`src/rtl/div_req_ctrl.sv`:
```
// div_req_ctrl: request-side controller for the 16-bit signed sequential divider.
// Queues divide requests, launches the divider with a one-cycle start pulse,
// and returns quotient/remainder with the request tag over a valid/ready port.
// Optional macro DIV_DBZ_BYPASS_EN: zero-divisor requests skip the divider and
// return q=16'hFFFF, r=dividend with rsp_dbz=1.
module div_req_ctrl #(
    parameter int unsigned DEPTH = 4,
    parameter int unsigned TAG_W = 4
) (
    input  logic             clk,
    input  logic             reset,
    input  logic             req_valid,
    output logic             req_ready,
    input  logic [15:0]      req_dividend,
    input  logic [15:0]      req_divisor,
    input  logic [TAG_W-1:0] req_tag,
    output logic             div_start,
    output logic [15:0]      div_dividend,
    output logic [15:0]      div_divisor,
    input  logic [15:0]      div_quotient,
    input  logic [15:0]      div_remainder,
    input  logic             div_done,
    output logic             rsp_valid,
    input  logic             rsp_ready,
    output logic [15:0]      rsp_quotient,
    output logic [15:0]      rsp_remainder,
    output logic [TAG_W-1:0] rsp_tag,
    output logic             rsp_dbz,
    output logic             busy
);

    localparam int unsigned PTR_W   = $clog2(DEPTH);
    localparam int unsigned ENTRY_W = 32 + TAG_W;
    localparam logic [PTR_W:0] FULL_CNT = (PTR_W+1)'(DEPTH);

    typedef enum logic [1:0] {IDLE, ISSUE, WAIT, RESP} state_t;

    state_t state, state_next;

    // FIFO entry layout: {tag, divisor, dividend}
    logic [ENTRY_W-1:0] fifo_mem [DEPTH];
    logic [PTR_W-1:0]   wr_ptr, rd_ptr;
    logic [PTR_W:0]     count;
    logic               push, pop, full, empty;
    logic [ENTRY_W-1:0] head;
    logic [15:0]        head_dividend, head_divisor;
    logic [TAG_W-1:0]   head_tag;
    logic [TAG_W-1:0]   op_tag;
    logic               head_dbz;
    logic               capture, bypass;

    assign full          = (count == FULL_CNT);
    assign empty         = (count == '0);
    assign req_ready     = !full;
    assign push          = req_valid && req_ready;
    assign head          = fifo_mem[rd_ptr];
    assign head_dividend = head[15:0];
    assign head_divisor  = head[31:16];
    assign head_tag      = head[ENTRY_W-1:32];
    assign busy          = (state != IDLE) || !empty;

`ifdef DIV_DBZ_BYPASS_EN
    assign head_dbz = (head_divisor == '0);
`else
    assign head_dbz = 1'b0;
`endif

    // FIFO storage: write the tail entry on every accepted request
    always_ff @(posedge clk) begin
        if (push) begin
            fifo_mem[wr_ptr] <= {req_tag, req_divisor, req_dividend};
        end
    end

    // Next-state and per-cycle control decode
    always_comb begin
        state_next = state;
        pop        = 1'b0;
        capture    = 1'b0;
        bypass     = 1'b0;
        case (state)
            IDLE: begin
                if (!empty) begin
                    pop = 1'b1;
                    if (head_dbz) begin
                        bypass     = 1'b1;
                        state_next = RESP;
                    end else begin
                        state_next = ISSUE;
                    end
                end
            end
            ISSUE: state_next = WAIT;
            WAIT: begin
                if (div_done) begin
                    capture    = 1'b1;
                    state_next = RESP;
                end
            end
            RESP: begin
                if (rsp_ready) begin
                    state_next = IDLE;
                end
            end
            default: state_next = IDLE;
        endcase
    end

    // State, FIFO pointers, operand and response registers
    always_ff @(posedge clk or posedge reset) begin
        if (reset) begin
            state         <= IDLE;
            wr_ptr        <= '0;
            rd_ptr        <= '0;
            count         <= '0;
            div_start     <= 1'b0;
            div_dividend  <= '0;
            div_divisor   <= '0;
            op_tag        <= '0;
            rsp_valid     <= 1'b0;
            rsp_quotient  <= '0;
            rsp_remainder <= '0;
            rsp_tag       <= '0;
        end else begin
            state <= state_next;
            // start is registered so it is high exactly while the FSM sits in ISSUE
            div_start <= (state_next == ISSUE);

            if (push) begin
                wr_ptr <= wr_ptr + 1'b1;
            end
            if (pop) begin
                rd_ptr <= rd_ptr + 1'b1;
            end
            if (push && !pop) begin
                count <= count + 1'b1;
            end else if (!push && pop) begin
                count <= count - 1'b1;
            end

            if (pop && !bypass) begin
                div_dividend <= head_dividend;
                div_divisor  <= head_divisor;
                op_tag       <= head_tag;
            end

            if (capture) begin
                rsp_valid     <= 1'b1;
                rsp_quotient  <= div_quotient;
                rsp_remainder <= div_remainder;
                rsp_tag       <= op_tag;
            end else if (bypass) begin
                rsp_valid     <= 1'b1;
                rsp_quotient  <= '1;
                rsp_remainder <= head_dividend;
                rsp_tag       <= head_tag;
            end else if (state == RESP && rsp_ready) begin
                rsp_valid <= 1'b0;
            end
        end
    end

`ifdef DIV_DBZ_BYPASS_EN
    // Divide-by-zero flag: set by a bypassed head, cleared by any other head
    always_ff @(posedge clk or posedge reset) begin
        if (reset) begin
            rsp_dbz <= 1'b0;
        end else if (pop) begin
            rsp_dbz <= bypass;
        end
    end
`else
    assign rsp_dbz = 1'b0;
`endif

endmodule
```
`config.mk`:
```
export PLATFORM = sky130hd
export DESIGN_NAME = div_req_ctrl
export DESIGN_NICKNAME = d
export VERILOG_FILES = /design/src/rtl/div_req_ctrl.sv
export SDC_FILE = /design/constraint.sdc
export NUM_CORES = 1
export LEC_CHECK = 0
export ABC_CLOCK_PERIOD_IN_PS = 3200
export CORE_ASPECT_RATIO = 0.75
export CORE_UTILIZATION = 47
export CTS_CLUSTER_DIAMETER = 100
export DETAILED_ROUTE_END_ITERATION = 16
export PLACE_DENSITY = 0.75
export SLEW_MARGIN = 20
export SYNTH_ARGS = -nofsm -noshare
export SYNTH_HDL_FRONTEND = slang
export SYNTH_SLANG_ARGS = --single-unit
```
`constraint.sdc`:
```
create_clock -name clk -period 3.2 [get_ports clk]
set_clock_uncertainty 0.2 [all_clocks]
set_input_delay 0.96 -clock clk [delete_from_list [all_inputs] [get_ports clk]]
set_output_delay 0.96 -clock clk [all_outputs]
set_load 0.05 [all_outputs]
```
# Yosys cells after proc, flatten, opt, wreduce, memory -nomap -nowiden
# Memories as Yosys holds them, arrays and structs flattened. A register that Yosys moved wholly into a read port is not among the register bits.
# Cells that the tools add are included.
[word_totals] elab_cells=50 register_bits=47 mem_bits_rw=144 mem_count=1
[mem_list] name="fifo_mem" depth=4 word_bits=36 read_ports=1 rd_ports_with_merged_regs=1 wr=1 line_no="41" text="logic [ENTRY_W-1:0] fifo_mem [DEPTH];"
[classes] reduce_logical=14 mux=17 eq_ne=5 addsub=4
[op_table] cell="2-to-1 mux 16 bit" count=2
[op_table] cell="2-to-1 mux 1 bit" count=8
[op_table] cell="case mux 2 bit (4 select lines)" count=1
[op_table] cell="2-to-1 mux 2 bit" count=3
[op_table] cell="2-to-1 mux 3 bit" count=2
[op_table] cell="nonzero test 2 bit" count=3
[op_table] cell="adder 2 x 1 -> 2 bit, second input constant" count=2
[op_table] cell="equality test 2 x 1 -> 1 bit, second input constant" count=2
[op_table] cell="equality test 2 bit, second input constant" count=2
[op_table] cell="logical AND 1 bit" count=4
[op_table] cell="logical NOT 1 bit" count=4
[op_table] cell="2-to-1 mux 4 bit" count=1
[op_table] cell="adder 3 x 1 -> 3 bit, second input constant" count=1
[op_table] cell="equality test 3 bit, second input constant" count=1
[op_table] cell="logical NOT 3 bit" count=1
[op_table] cell="subtractor 3 x 1 -> 3 bit, second input constant" count=1
[op_table] cell="logical NOT 2 bit" count=1
[op_table] cell="logical OR 1 bit" count=1

# Longest topological paths before layout
# Gate-level depths: netlist (run 1).
[depth] depth_word=7 ltp_mapped=9 ltp_nobuf=8

# Least setup slack after synthesis (run 1)
# OpenSTA, ideal clock, no wires.
[synth_path] kind="input to register" from="input req_valid" to="memory fifo_mem[0][0] (netlist bit) (enable)" setup_time_ns=0.397 path_slack_ns=0.342 t_arrival_ns=2.261 cell_stages=2 required_ns=2.603 path_cell_list="a21boi_1 and2_1"
[synth_between] elab_chain_cells=3
[synth_rtl] element="from (decl)" line_no="12" text="input logic req_valid,"
[synth_rtl] element="logical AND 1 bit" line_no="55" text="assign push = req_valid && req_ready;"
[synth_rtl] element="2-to-1 mux 1 bit" line_no="70" text="if (push) begin"
[synth_rtl] element="2-to-1 mux 1 bit (implied by the code)" line_no="71" text="fifo_mem[wr_ptr] <= {req_tag, req_divisor, req_dividend};"
[synth_rtl] element="to (decl)" line_no="41"
# Every way passes these cells.

# Worst setup path in the final report (run 1)
[layout_path] from="register count[0]" to="output req_ready"
[layout_between] elab_chain_cells=2
[layout_rtl] element="from (decl)" line_no="43" text="logic [PTR_W:0] count;"
[layout_rtl] element="from (signal assigned)" line_no="136" text="count <= count + 1'b1;"
[layout_rtl] element="from (signal assigned)" line_no="138" text="count <= count - 1'b1;"
[layout_rtl] element="equality test 3 bit" line_no="52" text="assign full = (count == FULL_CNT);"
[layout_rtl] element="logical NOT 1 bit" line_no="54" text="assign req_ready = !full;"
[layout_rtl] element="to (decl)" line_no="13" text="output logic req_ready,"
# Every way passes these cells.

==> results of run 1 <==
[critical path, cell delays in order, from the launching register on]
cell	delay, ns
dfrtp_1	0.43
nor2_1	0.09
nand2_1	0.07
clkdlybuf4s50_1	0.81
[through the flow]
stage | hold slack, ns | setup slack, ns | total power, mW
finish | 0.3045 | 0.1450 | 12.40
global route | 0.3131 | 0.07458 | 12.97
floorplan | 0.2750 | 0.3421 | 7.897
detailed placement | 0.2931 | 0.1693 | 9.556
global placement | 0.2857 | 0.2443 | 9.409
CTS | 0.3069 | 0.1130 | 12.56
[report_power, final]
part           internal [mW]  switching (mW)
Clock                   1.90            1.07
Sequential              4.08           0.490
Combinational           2.07            2.79
Total                   8.05            4.35
[final timing paths]
| kind | start | endpoint | slack, ns | cells past startpoint |
|---|---|---|---|---|
| worst max register to register | count[0] | count[2] | 0.90 | 8 |
| min in group asynchronous | reset | div_dividend[5] | 0.73 | 3 |
| worst min register to register | rsp_quotient[6] | rsp_quotient[6] | 0.30 | 1 |
| max in group asynchronous | reset | div_divisor[15] | 1.77 | 3 |
| worst min-delay path | rsp_quotient[6] | rsp_quotient[6] | 0.30 | 1 |
| worst max-delay path | count[0] | req_ready | 0.14 | 3 |
[cell usage after synthesis, types with 3 or more instances]
cell	count	area share (%)
mux2_2	74	9.9
buf_2	9	0.53
xnor2_1	4	0.42
mux4_2	36	9.6
inv_1	5	0.22
and2_1	4	0.30
edfxtp_1	144	51
ha_1	5	0.74
nor2_1	4	0.18
nand2_1	5	0.22
dfrtp_1	83	25
buf_6	3	0.40
[layout make-up]
| class | count | area [um2] | share of cell area, % |
|---|---|---|---|
| Clock inverter | 16 | 266.5 | 2.398 |
| Sequential cell | 227 | 6404 | 57.63 |
| Multi-Input combinational cell | 145 | 1906 | 17.15 |
| Timing Repair Buffer | 156 | 1629 | 14.66 |
| Tap cell | 236 | 295.3 | 2.657 |
| Inverter | 5 | 22.52 | 0.2027 |
| Clock buffer | 24 | 589.3 | 5.303 |
[layout by cell type, fill, tap and decap left out, drive strengths merged, types with 2 or more instances in the layout]
cell type / count
buf: 13
xor2: 2
edfxtp: 144
clkbuf: 24
clkinv: 4
nand2: 5
nor2: 4
clkdlybuf4s50: 143
ha: 5
clkinvlp: 5
xnor2: 4
dfrtp: 83
mux2: 74
inv: 5
and2: 4
bufinv: 7
mux4: 36
[sequential cells by signal (all words and copies together), names as in the netlist]
name,count
op_tag,4
rsp_remainder,16
div_start,1
div_dividend,16
fifo_mem,144
count,3
div_divisor,16
rsp_tag,4
rsp_valid,1
rd_ptr,2
wr_ptr,2
rsp_quotient,16
state,2
[cell families (layout without fill, tap and decap cells)]
family                   after synthesis  in the layout
AO/OA/AOI/OAI                          4              4
XOR/XNOR                               6              6
adder cells (fa/ha/maj)                6              6
buffers and inverters                 22            201
flip-flops                           227            227
multiplexers                         110            110
other                                  1              1
AND/OR/NAND/NOR                       18             18
[per-layer routing]
layer | up-vias | GRT usage [%] | part of all wire, %
li1 | 1864 | - | -
met1 | 2155 | 22.67 | 43
met2 | 164 | 29.10 | 48
met3 | 23 | 5.118 | 7.7
met4 | 0 | 4.596 | 2.0
met5 | - | 0 | 0
==> out/metrics.cfg, run 1 <==
[run_status]
status = finished clean

[floorplan]
die_area_mm2 = 0.01847
core_area_mm2 = 0.01719
num_rows = 41
start_util_pct = 49.01
ios = 146
chipHeight_um = 117.9
fp.dieW_um = 156.6

[routing]
postRouteAntennaNets = 0
first_pass_iters = 4
vias = 4206
wl_per_cell_um = 19.34
drc = 0
drt-vias-per-instance = 5.199
wl_um = 15640
drtIter0Drc = 237

[layout]
post-route-util_pct = 64.66
fin_nets = 636
fillers = 1167
drive_above_1_share_pct = 29.49
area_growth_pct = 31.92
fin_cells = 809
post-route-cell-area_mm2 = 0.01111
insertedDiodeCount = 0

[power]
p_per_area_mw_per_mm2 = 1116
peakVddDrop_v = 0.0006785
leakage_nw = 4.037

[placed_design]
dp.final_hpwl_um = 10120
placed_area_mm2 = 0.01026
port_buffers = 144
place_congestion = 0.6966
placed_cells = 769

[timing]
tightest_slew_ns = 0.9727
max_freq_mhz = 327.3
final-setup-viol-count = 0
drv_slew = 0
hold_violations = 0
period_share_pct = 95.47
rsz0062_at_grt = no
tns_ns = 0
slew-limit-headroom_pct = 35.15
layout_min_cycle_time_ns = 3.055

[clock_tree]
postCtsSetupRepairBufs = 0
root_buffer = clkbuf_16
cts_tree = yes
cts_made_buffers = 22
clockBufferDepth = 3
cts_hold_buffers = 0
insertion_delay_ns = 0.49
htreeDepth = 1
clock-sinks = 227
clkTransAtPathRegs_ns = 0.06
cts_resized = 0

[grt]
grt_pass1_wl_um = 24650
grtUsageTotal_pct = 17.56
grt_pass1_vias = 4491
antenna_found_initial = 0
grt_overflow = 0
grt_max_degree = 53

[logic_synthesis]
synth-seq-cells = 227
synth.area.mux_share_pct = 19.52
ys_types = 27
synth_xor_xnor_area_share_pct = 0.6239
synth_fa_ha_area_share_pct = 0.9804
synth_compound_area_share_pct = 0.2971
netlist_instances = 394
ys.warnings.count = 0
syn-num-nets = 473
yosys.area_share.simple_pct = 1.070
synth_edf_count = 144
yosysSeqAreaShare_pct = 76.00
synth_area_mm2 = 0.008423
synthArstFlopShare_pct = 36.56
ys.flop_type = edfxtp_1
avgSynthCellArea_um2 = 21.38
synth_top_family_by_area = multiplexers

[critical_path]
critPathKind = register to output port
cp_max_fo = 4
critPathArrivalTime_ns = 1.90
cp.required_ns = 2.04
worstSetupStartpointType = register
endpoint_kind = output port

[job]
drv_cap = 0

[hold_path]
hold_path.class = register to register

No activity file was read; power rests on OpenSTA's default activity.
==> run 2, diff against run 1 <==
--- a/config.mk
+++ b/config.mk
@@ -5,8 +5,9 @@
 export SDC_FILE = /design/constraint.sdc
 export NUM_CORES = 1
 export LEC_CHECK = 0
+export ABC_AREA = 0
 export ABC_CLOCK_PERIOD_IN_PS = 3200
-export CORE_ASPECT_RATIO = 0.75
+export CORE_ASPECT_RATIO = 1.25
 export CORE_UTILIZATION = 47
 export CTS_CLUSTER_DIAMETER = 100
 export DETAILED_ROUTE_END_ITERATION = 16
==> run 2 against run 1 <==
Flip-flop and latch count unchanged. Setup slack got worse by 0.055 ns. Die area about the same. Critical path depth unchanged. Clock power decreased by 20%. Sequential power grew 0.9%. Design area is 1.8% lower. Fmax decreased by 1.8%. Sequential share of layout area up 1.1 points. Register-to-register slack improved by 0.03 ns. Worst hold slack got worse by 0.0028 ns.
==> out/metrics.cfg, run 2 (synthesis gave the netlist of run 1 again) <==
[placed_design]
port_buffers = 144  ; unchanged
dp_slack_ns = 0.1874  ; +0.01804 ns
dp.final_hpwl_um = 10110  ; about the same
placed_area_mm2 = 0.01024  ; -0.15%
place_congestion = 0.7263  ; +4.3%

[critical_path]
worstSetupStartpointType = register
cp_max_fo = 4  ; unchanged
path_cells = or3_1, nand2b_1, dlygate4sd2_1
cp.required_ns = 2.04  ; about the same
slowest_delay_ns = 0.44  ; -0.37 ns
setup.worst_path.start = count[0]
critPathKind = register to output port
cp_slowest_cell = or3_1
critPathArrivalTime_ns = 1.95  ; +0.05 ns
r2r_start = count[0]
endpoint_kind = output port

[timing]
hold_violations = 0  ; unchanged
tns_ns = 0  ; unchanged
max_freq_mhz = 321.6  ; -1.8%
tightest_slew_ns = 1.007  ; +0.03474 ns
fin_ws_ns = 0.09010  ; -0.05488 ns
rsz0062_at_grt = no
layout_min_cycle_time_ns = 3.110  ; +0.05488 ns
drv_slew = 0  ; unchanged
slew-limit-headroom_pct = 32.84  ; -2.3 points
final-setup-viol-count = 0  ; unchanged
period_share_pct = 97.18  ; +1.7 points

[clock_tree]
clock-sinks = 227  ; unchanged
root_buffer = clkbuf_16
insertion_delay_ns = 0.50  ; about the same
htreeDepth = 1  ; unchanged
cts_made_buffers = 22  ; unchanged
clkTransAtPathRegs_ns = 0.06  ; about the same
cts_tree = yes
postCtsSetupRepairBufs = 0  ; unchanged
clockBufferDepth = 3  ; unchanged

[power]
p_per_area_mw_per_mm2 = 1083  ; -3.0%
power_mw = 11.82  ; -4.7%
leakage_nw = 3.969  ; -1.7%
peakVddDrop_v = 0.0006255  ; -7.8%

[routing]
drtIter0Drc = 262  ; +11%
drc = 0  ; unchanged
postRouteAntennaNets = 0  ; unchanged
wl_um = 15570  ; -0.46%
wl_per_cell_um = 19.49  ; +0.79%
first_pass_iters = 7  ; +3
vias = 4185  ; -0.50%
drt-vias-per-instance = 5.238  ; +0.75%

[run_status]
status = finished clean

[layout]
fillers = 1220  ; +4.5%
regMostFlops = fifo_mem
multi_input_area_mm2 = 0.001906  ; unchanged
post-route-util_pct = 62.36  ; -2.3 points
largest_reg_flops = 144  ; unchanged
mostFrequentLayoutCells = edfxtp_1 (144), clkdlybuf4s50_1 (143), dfrtp_1 (81)
post-route-cell-area_mm2 = 0.01091  ; -1.8%
layout_commonest_cell = edfxtp_1
seqCellArea_mm2 = 0.006404  ; unchanged
insertedDiodeCount = 0  ; unchanged
area_growth_pct = 29.56
fin_nets = 639  ; +0.47%
drive_above_1_share_pct = 28.35  ; -1.1 points

[grt]
grt_pass1_wl_um = 24210  ; -1.8%
grt_overflow = 0  ; unchanged
grt_pass1_vias = 4464  ; -0.60%
antenna_found_initial = 0  ; unchanged
grtUsageTotal_pct = 17.51  ; -0.056 points
grt_max_degree = 40  ; -25%

[hold_path]
hold_path.class = register to register
min_from = rsp_remainder[3]

[floorplan]
fp.dieW_um = 121.7  ; -22%
chipHeight_um = 151.7  ; +29%
die_area_mm2 = 0.01846  ; about the same
core_area_mm2 = 0.01750  ; +1.8%
num_rows = 54  ; +32%
start_util_pct = 48.13  ; -0.88 points
ios = 146  ; unchanged

[job]
drv_cap = 0  ; unchanged

## run 2: changes by cell type in the layout (fill, tap and decap cells not counted), sizes merged, moves of 2 or more
cell | previous run | this run
clkinv | 4 | 8
bufinv | 7 | 0
clkbuf | 24 | 31
buf | 13 | 15
clkinvlp | 5 | 1
## run 2: worst paths after layout
kind / endpoint / slack, ns / cells after the start
max in group asynchronous: div_divisor[6] / 1.77 / 3
hold reg to reg: rsp_remainder[3] / 0.30 / 1
setup / recovery: busy / 0.09 / 3
min in group asynchronous: op_tag[1] / 0.68 / 3
setup reg to reg: count[2] / 0.93 / 8
hold / removal: rsp_remainder[3] / 0.30 / 1
## run 2: final cells by class
| class | count | share of cell area, % |
|---|---|---|
| Tap cell | 224 | 2.568 |
| Sequential cell | 227 | 58.68 |
| Inverter | 5 | 0.2064 |
| Timing Repair Buffer | 159 | 14.92 |
| Clock buffer | 31 | 5.733 |
| Clock inverter | 8 | 0.4357 |
| Multi-Input combinational cell | 145 | 17.46 |
## run 2: per-stage QoR
step                cells  hold WS [ns]
finish                799        0.3017
global route          799        0.3188
CTS                   799        0.3055
detailed placement    760        0.2922
global placement      760        0.2851
floorplan             394        0.2750
## run 2: repair_timing
action	in CTS	in global routing
endpoints found under the setup margin	1	0
hold buffers	0	0
resized for setup	1	0
## run 2: per-layer routing
metal  routed length [um]  vias to the layer above  share of wire [%]  track usage (%)
met2                 8225                      151                 53            31.51
met5                    0                        -                  0                0
met1                 6091                     2159                 39            20.98
met4                  190                        0                1.2            4.938
li1                     -                     1860                  -                -
met3                 1064                       15                6.8            4.042
## run 2: power breakdown
| part | internal [mW] | leakage (nW) | switching (mW) |
|---|---|---|---|
| clock network | 1.37 | 0.332 | 1.02 |
| registers | 4.08 | 2.29 | 0.527 |
| logic | 2.07 | 1.34 | 2.75 |
## run 2: critical path, delay by kind of cell, from the launching register on
family	cells	cell delay, ns
flip-flops	1	0.43
AND/OR/NAND/NOR	2	0.60
buffers and inverters	1	0.43
